--- config.mk ---
export PLATFORM = sky130hd
export DESIGN_NAME = dmem_port_arbiter_flat
export DESIGN_NICKNAME = d
export VERILOG_FILES = /design/src/rtl/dmem_port_arbiter_pkg.sv /design/src/rtl/dmem_port_arbiter_if.sv /design/src/rtl/arb_rr2.sv /design/src/rtl/dmem_port_arbiter.sv /design/src/flat_wrapper.sv
export SDC_FILE = /design/constraint.sdc
export NUM_CORES = 1
export LEC_CHECK = 0
export CORE_MARGIN = 1.5
export CORE_UTILIZATION = 38
export DETAILED_ROUTE_END_ITERATION = 7
export GPL_TIMING_DRIVEN = 0
export PLACE_DENSITY = 0.78
export SLEW_MARGIN = 15
export SYNTH_ARGS = -nofsm -noshare
export SYNTH_HDL_FRONTEND = slang
export SYNTH_SLANG_ARGS = --single-unit
--- constraint.sdc ---
create_clock -name clk -period 1.8 [get_ports clk]
set_clock_uncertainty 0.15 [all_clocks]
set_input_delay 0.45 -clock clk [delete_from_list [all_inputs] [get_ports clk]]
set_output_delay 0.45 -clock clk [all_outputs]
set_load 0.1 [all_outputs]
--- src/rtl/dmem_port_arbiter_pkg.sv ---
// Purpose: shared encodings for the two-port data-memory arbiter.
// Latency: n/a (types and constants only).
// Backpressure: n/a.
package dmem_port_arbiter_pkg;

    // Transaction phases: arbitrate, drive memory, await read data, acknowledge.
    typedef enum logic [1:0] {
        ST_IDLE   = 2'd0,
        ST_ACCESS = 2'd1,
        ST_WAIT   = 2'd2,
        ST_RESP   = 2'd3
    } state_e;

    localparam logic PORT0 = 1'b0;
    localparam logic PORT1 = 1'b1;

endpackage

--- src/rtl/dmem_port_arbiter_if.sv ---
// Purpose: bundles both requester handshakes and the memory-side port.
// Latency: n/a (wiring only).
// Backpressure: req is held by the requester until its one-cycle ack.
// Ports: m0_*/m1_* requester req/we/addr/wdata in, ack/rdata out;
//        mem_* towards the synchronous RAM; busy/owner status.
interface dmem_port_arbiter_if #(
    parameter int ADDR_W = 32,
    parameter int DATA_W = 32
);
    logic              m0_req;
    logic              m0_we;
    logic [ADDR_W-1:0] m0_addr;
    logic [DATA_W-1:0] m0_wdata;
    logic              m0_ack;
    logic [DATA_W-1:0] m0_rdata;

    logic              m1_req;
    logic              m1_we;
    logic [ADDR_W-1:0] m1_addr;
    logic [DATA_W-1:0] m1_wdata;
    logic              m1_ack;
    logic [DATA_W-1:0] m1_rdata;

    logic [ADDR_W-1:0] mem_addr;
    logic [DATA_W-1:0] mem_wdata;
    logic              mem_we;
    logic [DATA_W-1:0] mem_rdata;

    logic              busy;
    logic              owner;

    // Arbiter side.
    modport slave (
        input  m0_req, m0_we, m0_addr, m0_wdata,
        input  m1_req, m1_we, m1_addr, m1_wdata,
        input  mem_rdata,
        output m0_ack, m0_rdata, m1_ack, m1_rdata,
        output mem_addr, mem_wdata, mem_we,
        output busy, owner
    );

    // Requester / memory-model side.
    modport master (
        output m0_req, m0_we, m0_addr, m0_wdata,
        output m1_req, m1_we, m1_addr, m1_wdata,
        output mem_rdata,
        input  m0_ack, m0_rdata, m1_ack, m1_rdata,
        input  mem_addr, mem_wdata, mem_we,
        input  busy, owner
    );
endinterface

--- src/rtl/arb_rr2.sv ---
// Purpose: combinational two-way round-robin picker.
// Latency: zero (pure combinational).
// Backpressure: none; caller decides when a pick is consumed.
// Ports: req0/req1 requests, last = previously granted id; gnt_valid/gnt_id.
module arb_rr2
    import dmem_port_arbiter_pkg::*;
(
    input  logic req0,
    input  logic req1,
    input  logic last,
    output logic gnt_valid,
    output logic gnt_id
);

    assign gnt_valid = req0 | req1;
    // On a tie the port that did not win last time goes next.
    assign gnt_id    = (req0 && req1) ? ~last : (req1 ? PORT1 : PORT0);

endmodule

--- src/rtl/dmem_port_arbiter.sv ---
// Purpose: shares one synchronous data-memory port between two req/ack masters.
// Latency: req sampled in IDLE at cycle N -> ack at N+3; one transaction per 4 cycles.
// Backpressure: a losing requester simply keeps req high until it is granted.
// Ports: clk, resetn (async active-low), bus (slave modport of dmem_port_arbiter_if).
module dmem_port_arbiter
    import dmem_port_arbiter_pkg::*;
#(
    parameter int ADDR_W = 32,
    parameter int DATA_W = 32
) (
    input  logic                 clk,
    input  logic                 resetn,
    dmem_port_arbiter_if.slave   bus
);

    state_e              state_q, state_d;
    logic                last_owner_q, last_owner_d;
    logic                owner_q, owner_d;
    logic                txn_we_q, txn_we_d;
    logic [ADDR_W-1:0]   mem_addr_q, mem_addr_d;
    logic [DATA_W-1:0]   mem_wdata_q, mem_wdata_d;
    logic                mem_we_q, mem_we_d;
    logic [DATA_W-1:0]   rdata0_q, rdata0_d;
    logic [DATA_W-1:0]   rdata1_q, rdata1_d;
    logic                ack0_q, ack0_d;
    logic                ack1_q, ack1_d;
    logic                busy_q, busy_d;

    logic                gnt_valid;
    logic                gnt_id;

    arb_rr2 u_arb (
        .req0      (bus.m0_req),
        .req1      (bus.m1_req),
        .last      (last_owner_q),
        .gnt_valid (gnt_valid),
        .gnt_id    (gnt_id)
    );

    always_comb begin
        state_d      = state_q;
        last_owner_d = last_owner_q;
        owner_d      = owner_q;
        txn_we_d     = txn_we_q;
        mem_addr_d   = mem_addr_q;
        mem_wdata_d  = mem_wdata_q;
        mem_we_d     = 1'b0;
        rdata0_d     = rdata0_q;
        rdata1_d     = rdata1_q;
        ack0_d       = 1'b0;
        ack1_d       = 1'b0;

        unique case (state_q)
            ST_IDLE: begin
                if (gnt_valid) begin
                    state_d      = ST_ACCESS;
                    owner_d      = gnt_id;
                    last_owner_d = gnt_id;
                    if (gnt_id == PORT1) begin
                        mem_addr_d  = bus.m1_addr;
                        mem_wdata_d = bus.m1_wdata;
                        mem_we_d    = bus.m1_we;
                        txn_we_d    = bus.m1_we;
                    end else begin
                        mem_addr_d  = bus.m0_addr;
                        mem_wdata_d = bus.m0_wdata;
                        mem_we_d    = bus.m0_we;
                        txn_we_d    = bus.m0_we;
                    end
                end
            end
            ST_ACCESS: begin
                // The RAM samples the address at the end of this cycle.
                state_d = ST_WAIT;
            end
            ST_WAIT: begin
                // Read data is on mem_rdata now; ack is registered so it lands in RESP.
                state_d = ST_RESP;
                if (owner_q == PORT0) begin
                    ack0_d = 1'b1;
                    if (!txn_we_q) rdata0_d = bus.mem_rdata;
                end else begin
                    ack1_d = 1'b1;
                    if (!txn_we_q) rdata1_d = bus.mem_rdata;
                end
            end
            ST_RESP: begin
                state_d = ST_IDLE;
            end
        endcase

        busy_d = (state_d != ST_IDLE);
    end

    always_ff @(posedge clk or negedge resetn) begin
        if (!resetn) begin
            state_q      <= ST_IDLE;
            last_owner_q <= PORT1;
            owner_q      <= PORT0;
            txn_we_q     <= 1'b0;
            mem_addr_q   <= '0;
            mem_wdata_q  <= '0;
            mem_we_q     <= 1'b0;
            rdata0_q     <= '0;
            rdata1_q     <= '0;
            ack0_q       <= 1'b0;
            ack1_q       <= 1'b0;
            busy_q       <= 1'b0;
        end else begin
            state_q      <= state_d;
            last_owner_q <= last_owner_d;
            owner_q      <= owner_d;
            txn_we_q     <= txn_we_d;
            mem_addr_q   <= mem_addr_d;
            mem_wdata_q  <= mem_wdata_d;
            mem_we_q     <= mem_we_d;
            rdata0_q     <= rdata0_d;
            rdata1_q     <= rdata1_d;
            ack0_q       <= ack0_d;
            ack1_q       <= ack1_d;
            busy_q       <= busy_d;
        end
    end

    assign bus.m0_ack    = ack0_q;
    assign bus.m0_rdata  = rdata0_q;
    assign bus.m1_ack    = ack1_q;
    assign bus.m1_rdata  = rdata1_q;
    assign bus.mem_addr  = mem_addr_q;
    assign bus.mem_wdata = mem_wdata_q;
    assign bus.mem_we    = mem_we_q;
    assign bus.busy      = busy_q;
    assign bus.owner     = owner_q;

endmodule
--- src/flat_wrapper.sv ---
// flat-port wrapper written by rule: the top's interface ports become plain ports
module dmem_port_arbiter_flat import dmem_port_arbiter_pkg::*;
#(
    parameter int ADDR_W = 32,
    parameter int DATA_W = 32
)
  (clk, resetn, bus_m0_req, bus_m0_we, bus_m0_addr, bus_m0_wdata, bus_m1_req, bus_m1_we, bus_m1_addr, bus_m1_wdata, bus_mem_rdata, bus_m0_ack, bus_m0_rdata, bus_m1_ack, bus_m1_rdata, bus_mem_addr, bus_mem_wdata, bus_mem_we, bus_busy, bus_owner);
  dmem_port_arbiter_if #(.ADDR_W(ADDR_W), .DATA_W(DATA_W)) bus_i ();
  input  logic clk;
  input  logic resetn;
  input wire logic [$bits(bus_i.m0_req)-1:0] bus_m0_req;
  input wire logic [$bits(bus_i.m0_we)-1:0] bus_m0_we;
  input wire logic [$bits(bus_i.m0_addr)-1:0] bus_m0_addr;
  input wire logic [$bits(bus_i.m0_wdata)-1:0] bus_m0_wdata;
  input wire logic [$bits(bus_i.m1_req)-1:0] bus_m1_req;
  input wire logic [$bits(bus_i.m1_we)-1:0] bus_m1_we;
  input wire logic [$bits(bus_i.m1_addr)-1:0] bus_m1_addr;
  input wire logic [$bits(bus_i.m1_wdata)-1:0] bus_m1_wdata;
  input wire logic [$bits(bus_i.mem_rdata)-1:0] bus_mem_rdata;
  output wire logic [$bits(bus_i.m0_ack)-1:0] bus_m0_ack;
  output wire logic [$bits(bus_i.m0_rdata)-1:0] bus_m0_rdata;
  output wire logic [$bits(bus_i.m1_ack)-1:0] bus_m1_ack;
  output wire logic [$bits(bus_i.m1_rdata)-1:0] bus_m1_rdata;
  output wire logic [$bits(bus_i.mem_addr)-1:0] bus_mem_addr;
  output wire logic [$bits(bus_i.mem_wdata)-1:0] bus_mem_wdata;
  output wire logic [$bits(bus_i.mem_we)-1:0] bus_mem_we;
  output wire logic [$bits(bus_i.busy)-1:0] bus_busy;
  output wire logic [$bits(bus_i.owner)-1:0] bus_owner;
  assign bus_i.m0_req = bus_m0_req;
  assign bus_i.m0_we = bus_m0_we;
  assign bus_i.m0_addr = bus_m0_addr;
  assign bus_i.m0_wdata = bus_m0_wdata;
  assign bus_i.m1_req = bus_m1_req;
  assign bus_i.m1_we = bus_m1_we;
  assign bus_i.m1_addr = bus_m1_addr;
  assign bus_i.m1_wdata = bus_m1_wdata;
  assign bus_i.mem_rdata = bus_mem_rdata;
  assign bus_m0_ack = bus_i.m0_ack;
  assign bus_m0_rdata = bus_i.m0_rdata;
  assign bus_m1_ack = bus_i.m1_ack;
  assign bus_m1_rdata = bus_i.m1_rdata;
  assign bus_mem_addr = bus_i.mem_addr;
  assign bus_mem_wdata = bus_i.mem_wdata;
  assign bus_mem_we = bus_i.mem_we;
  assign bus_busy = bus_i.busy;
  assign bus_owner = bus_i.owner;
  dmem_port_arbiter #(.ADDR_W(ADDR_W), .DATA_W(DATA_W)) u_core (.clk(clk), .resetn(resetn), .bus(bus_i));
endmodule
==> Implementation_results.wiki <==
{| class="wikitable"
! Metric !! Value
|-
| Run status || finished clean
|-
| Nature of the critical path startpoint || flop
|-
| RSZ-0062 raised after global routing || yes
|-
| Stage delay of the slowest cell on the critical path || 0.38 ns
|-
| Vias per Instance || 4.739
|-
| Antenna violations before repair || 0
|-
| Cell type contributing the most total cell area after synthesis || dfrtp_1
|-
| Worst Setup End Kind || flop
|-
| Headroom to the max-slew limit || 66.41%
|-
| Worst hold path depth || 1
|-
| Number of cell rows || 47
|-
| TritonCTS sink count || 137
|-
| Area used by multi-input combinational logic || 0.002644 mm²
|-
| Worst hold path type || reg2reg
|-
| Syn Std Cell Area || 0.006422 mm²
|-
| Critical Path, Cell by Cell || inv_2, ha_4, nor2b_4, nor2b_4, buf_8, buf_12, mux2_4
|-
| Highest-count cells in the layout ignoring fill and taps || clkdlybuf4s50_1 (164), dfrtp_1 (135), buf_4 (132)
|-
| Dpl cell area || 0.009717 mm²
|-
| Critical path class || reg2reg
|-
| Port Buffer Count || 298
|-
| Area growth, synth to finish || 57.20%
|-
| Clock latency reported for the late side of the worst-skew pair || 0.41 ns
|-
| #FFs+latches synth || 137
|-
| Horizontal die dimension || 133.0 µm
|-
| Final Max Tran Viols || 0
|-
| Syn Nets || 686
|-
| Dominant delay contributor by cell family on the critical path || buffers and inverters
|-
| Area taken by flip-flops and latches || 0.003433 mm²
|-
| Reg2Reg Launch Point || u_core.state_q[0]
|-
| Deepest clock path buffer count || 2
|-
| # DRC || 0
|-
| Global-route wire length before repair || 28860 µm
|-
| Number of filler cells placed in the layout || 1387
|-
| Sequential-to-total area share from yosys stat || 53.40%
|-
| FF-to-FF End || u_core.bus.m0_rdata[16]
|-
| Post-route cell area || 0.01010 mm²
|-
| Endpoint required time on the critical path || 1.95 ns
|-
| Final estimated routing congestion in global placement || 0.7677
|-
| Standard cell with the maximum stage delay on the critical path || dfrtp_1
|-
| Destination of the worst hold path || u_core.bus.m1_rdata[8]
|-
| Launch point of the worst hold path || u_core.bus.m1_rdata[8]
|-
| Average cell area after synthesis || 12.42 µm²
|-
| Die span in y || 133.0 µm
|-
| Post-route ant nets || 0
|-
| Detailed Place HPWL || 13460 µm
|-
| FF-to-FF setup slack || 0.02 ns
|-
| Count of unique library cells instantiated by Yosys || 28
|-
| Maximum net fanout on the critical path || 10
|-
| Non-filler cells in the finished layout || 1072
|-
| Hold Fails Final Rpt || 0
|-
| Clock buffers created by TritonCTS || 17
|-
| Core region area || 0.01652 mm²
|-
| Total wirelength of the detailed-routed design || 18350 µm
|-
| Synth warnings || 0
|-
| Number of global-route vias before repair || 5256
|-
| Number of H-tree levels || 4
|-
| Number of ports placed on the die boundary || 299
|-
| Clock period minus final worst setup slack || 1.776 ns
|-
| Count of buffer and inverter cells on the critical path || 3
|-
| Top cell type's share of synthesized area || 52.99%
|-
| DRT iter0 DRCs || 187
|-
| Hold slack || 0.3476 ns
|-
| Commonest non-fill, non-tap cell in the layout || clkdlybuf4s50_1
|-
| Path depth of the worst reg2reg path || 7
|-
| Final net count || 1008
|-
| Fraction of the cycle the final worst path needs || 98.64%
|-
| DP Cell Count || 1036
|-
| Slew at the pin with the worst max-slew slack || 0.5039 ns
|-
| Combined global-route utilization of all metal layers || 21.19%
|-
| Number of setup violations in the final report || 0
|-
| CTS tree || yes
|-
| Synth top area cells || dfrtp_1 (53%), mux2_4 (14%), a21oi_2 (14%), nor2_1 (3.9%), nand2_1 (3.7%)
|-
| Arr. time, crit path || 1.92 ns
|-
| Via count of the routed design || 5080
|-
| Count of mapped cells out of synthesis || 517
|-
| Share of post-route cells with drive strength above 1 || 44.48%
|-
| Max-capacitance violation count || 0
|-
| Effective utilization at floorplan || 38.87%
|-
| Cell mode on critical path || nor2b_4
|-
| Number of detailed-route iterations in the first pass || 4
|-
| Root buffer selected by CTS || clkbuf_16
|-
| Highest clock rate || 0.5632 GHz
|-
| Wire length per cell || 17.12 µm
|-
| Pin count of the biggest net entering global routing || 78
|-
| Aggregate global routing overflow || 0
|-
| Die area || 0.01769 mm²
|-
| Diode insertion count for antenna repair || 0
|-
| Clock Pin Slew Worst Setup and Hold Paths || 0.06 ns
|}
## final cells by class
class	instances	share of cell area, %
Inverter	2	0.07436
Buffer	36	4.065
Clock buffer	17	4.214
Multi-Input combinational cell	342	26.19
Clock inverter	15	1.661
Sequential cell	137	34.01
Tap cell	220	2.726
Timing Repair Buffer	303	27.07
## metrics by stage
| stage | utilization [%] | TNS [ns] | setup WS [ns] |
|---|---|---|---|
| final | 61.10 | 0 | 0.02445 |
| after global placement | 58.61 | -814.84 | -6.493 |
| after global routing | 61.10 | -1.110 | -0.04485 |
| after floorplan | - | 0 | 0.02007 |
| after detailed placement | 58.80 | -62.89 | -0.5020 |
| after CTS | 60.48 | -0.03660 | -0.008236 |
## registers in the layout, indices dropped and copies added, names as in the netlist, 2 cells and up
name,count
u_core.bus.m0_rdata,32
u_core.bus.m1_rdata,32
u_core.bus.mem_addr,32
u_core.bus.mem_wdata,32
u_core.state_q,2
## cells by family (layout without fill, tap and decap cells)
kind of cell / after synthesis / in the layout / synth area share (%)
AOI/OAI and AO/OA: 137 / 137 / 16.87
muxes: 65 / 65 / 14.88
and+or+nand+nor: 137 / 137 / 8.397
adders and majority gates: 3 / 3 / 0.5845
buffers and inverters: 38 / 373 / 5.864
DFF: 137 / 137 / 53.40
## repair_timing
| action | 4_1_cts | 5_1_grt |
|---|---|---|
| pin swaps | 0 | 1 |
| hold buffers | 1 | 0 |
| cloned | 0 | 1 |
| hold endpoints to repair | 60 | 0 |
| gates resized for setup | 798 | 30 |
| endpoints found under the setup margin | 215 | 101 |
| setup buffers | 0 | 2 |
## how the worst max path moves through the flow
stage,slack [ns],cells after the start,endpoint,from
5_1_grt,-0.04,7,u_core.bus.mem_wdata[6],u_core.state_q[1]
3_3_place_gp,-6.49,1,u_core.bus.owner,resetn
3_5_place_dp,-0.50,5,u_core.bus.mem_wdata[26],bus_m0_req
2_1_floorplan,0.02,5,u_core.bus.m1_rdata[0],u_core.bus.owner
6_report,0.02,7,u_core.bus.m0_rdata[16],u_core.state_q[0]
4_1_cts,-0.008,7,u_core.bus.m0_rdata[6],u_core.state_q[0]
## cells in the mapped netlist (all sizes together)
cell    count
buf        32
a31oi       1
o21a        1
nand2b      1
nor2       67
or2         1
mux2       64
ha          3
nor2b       2
and2        1
a21boi      1
o21ai       1
a22o        1
mux2i       1
clkbuf      4
a21bo       1
inv         2
nand2      64
nor3        1
dfrtp     136
dfstp       1
a21oi     131
## per-layer routing
layer  part of all wire (%)  routed length, µm  track usage (%)
met2                     49               8990            34.98
met4                    2.1                380            7.448
met1                     41               7482            25.70
met5                      0                  0                0
met3                    8.1               1494            7.433
Power is not shown: default switching activity piles up to over one toggle a cycle in this logic, so the estimate is an artifact.
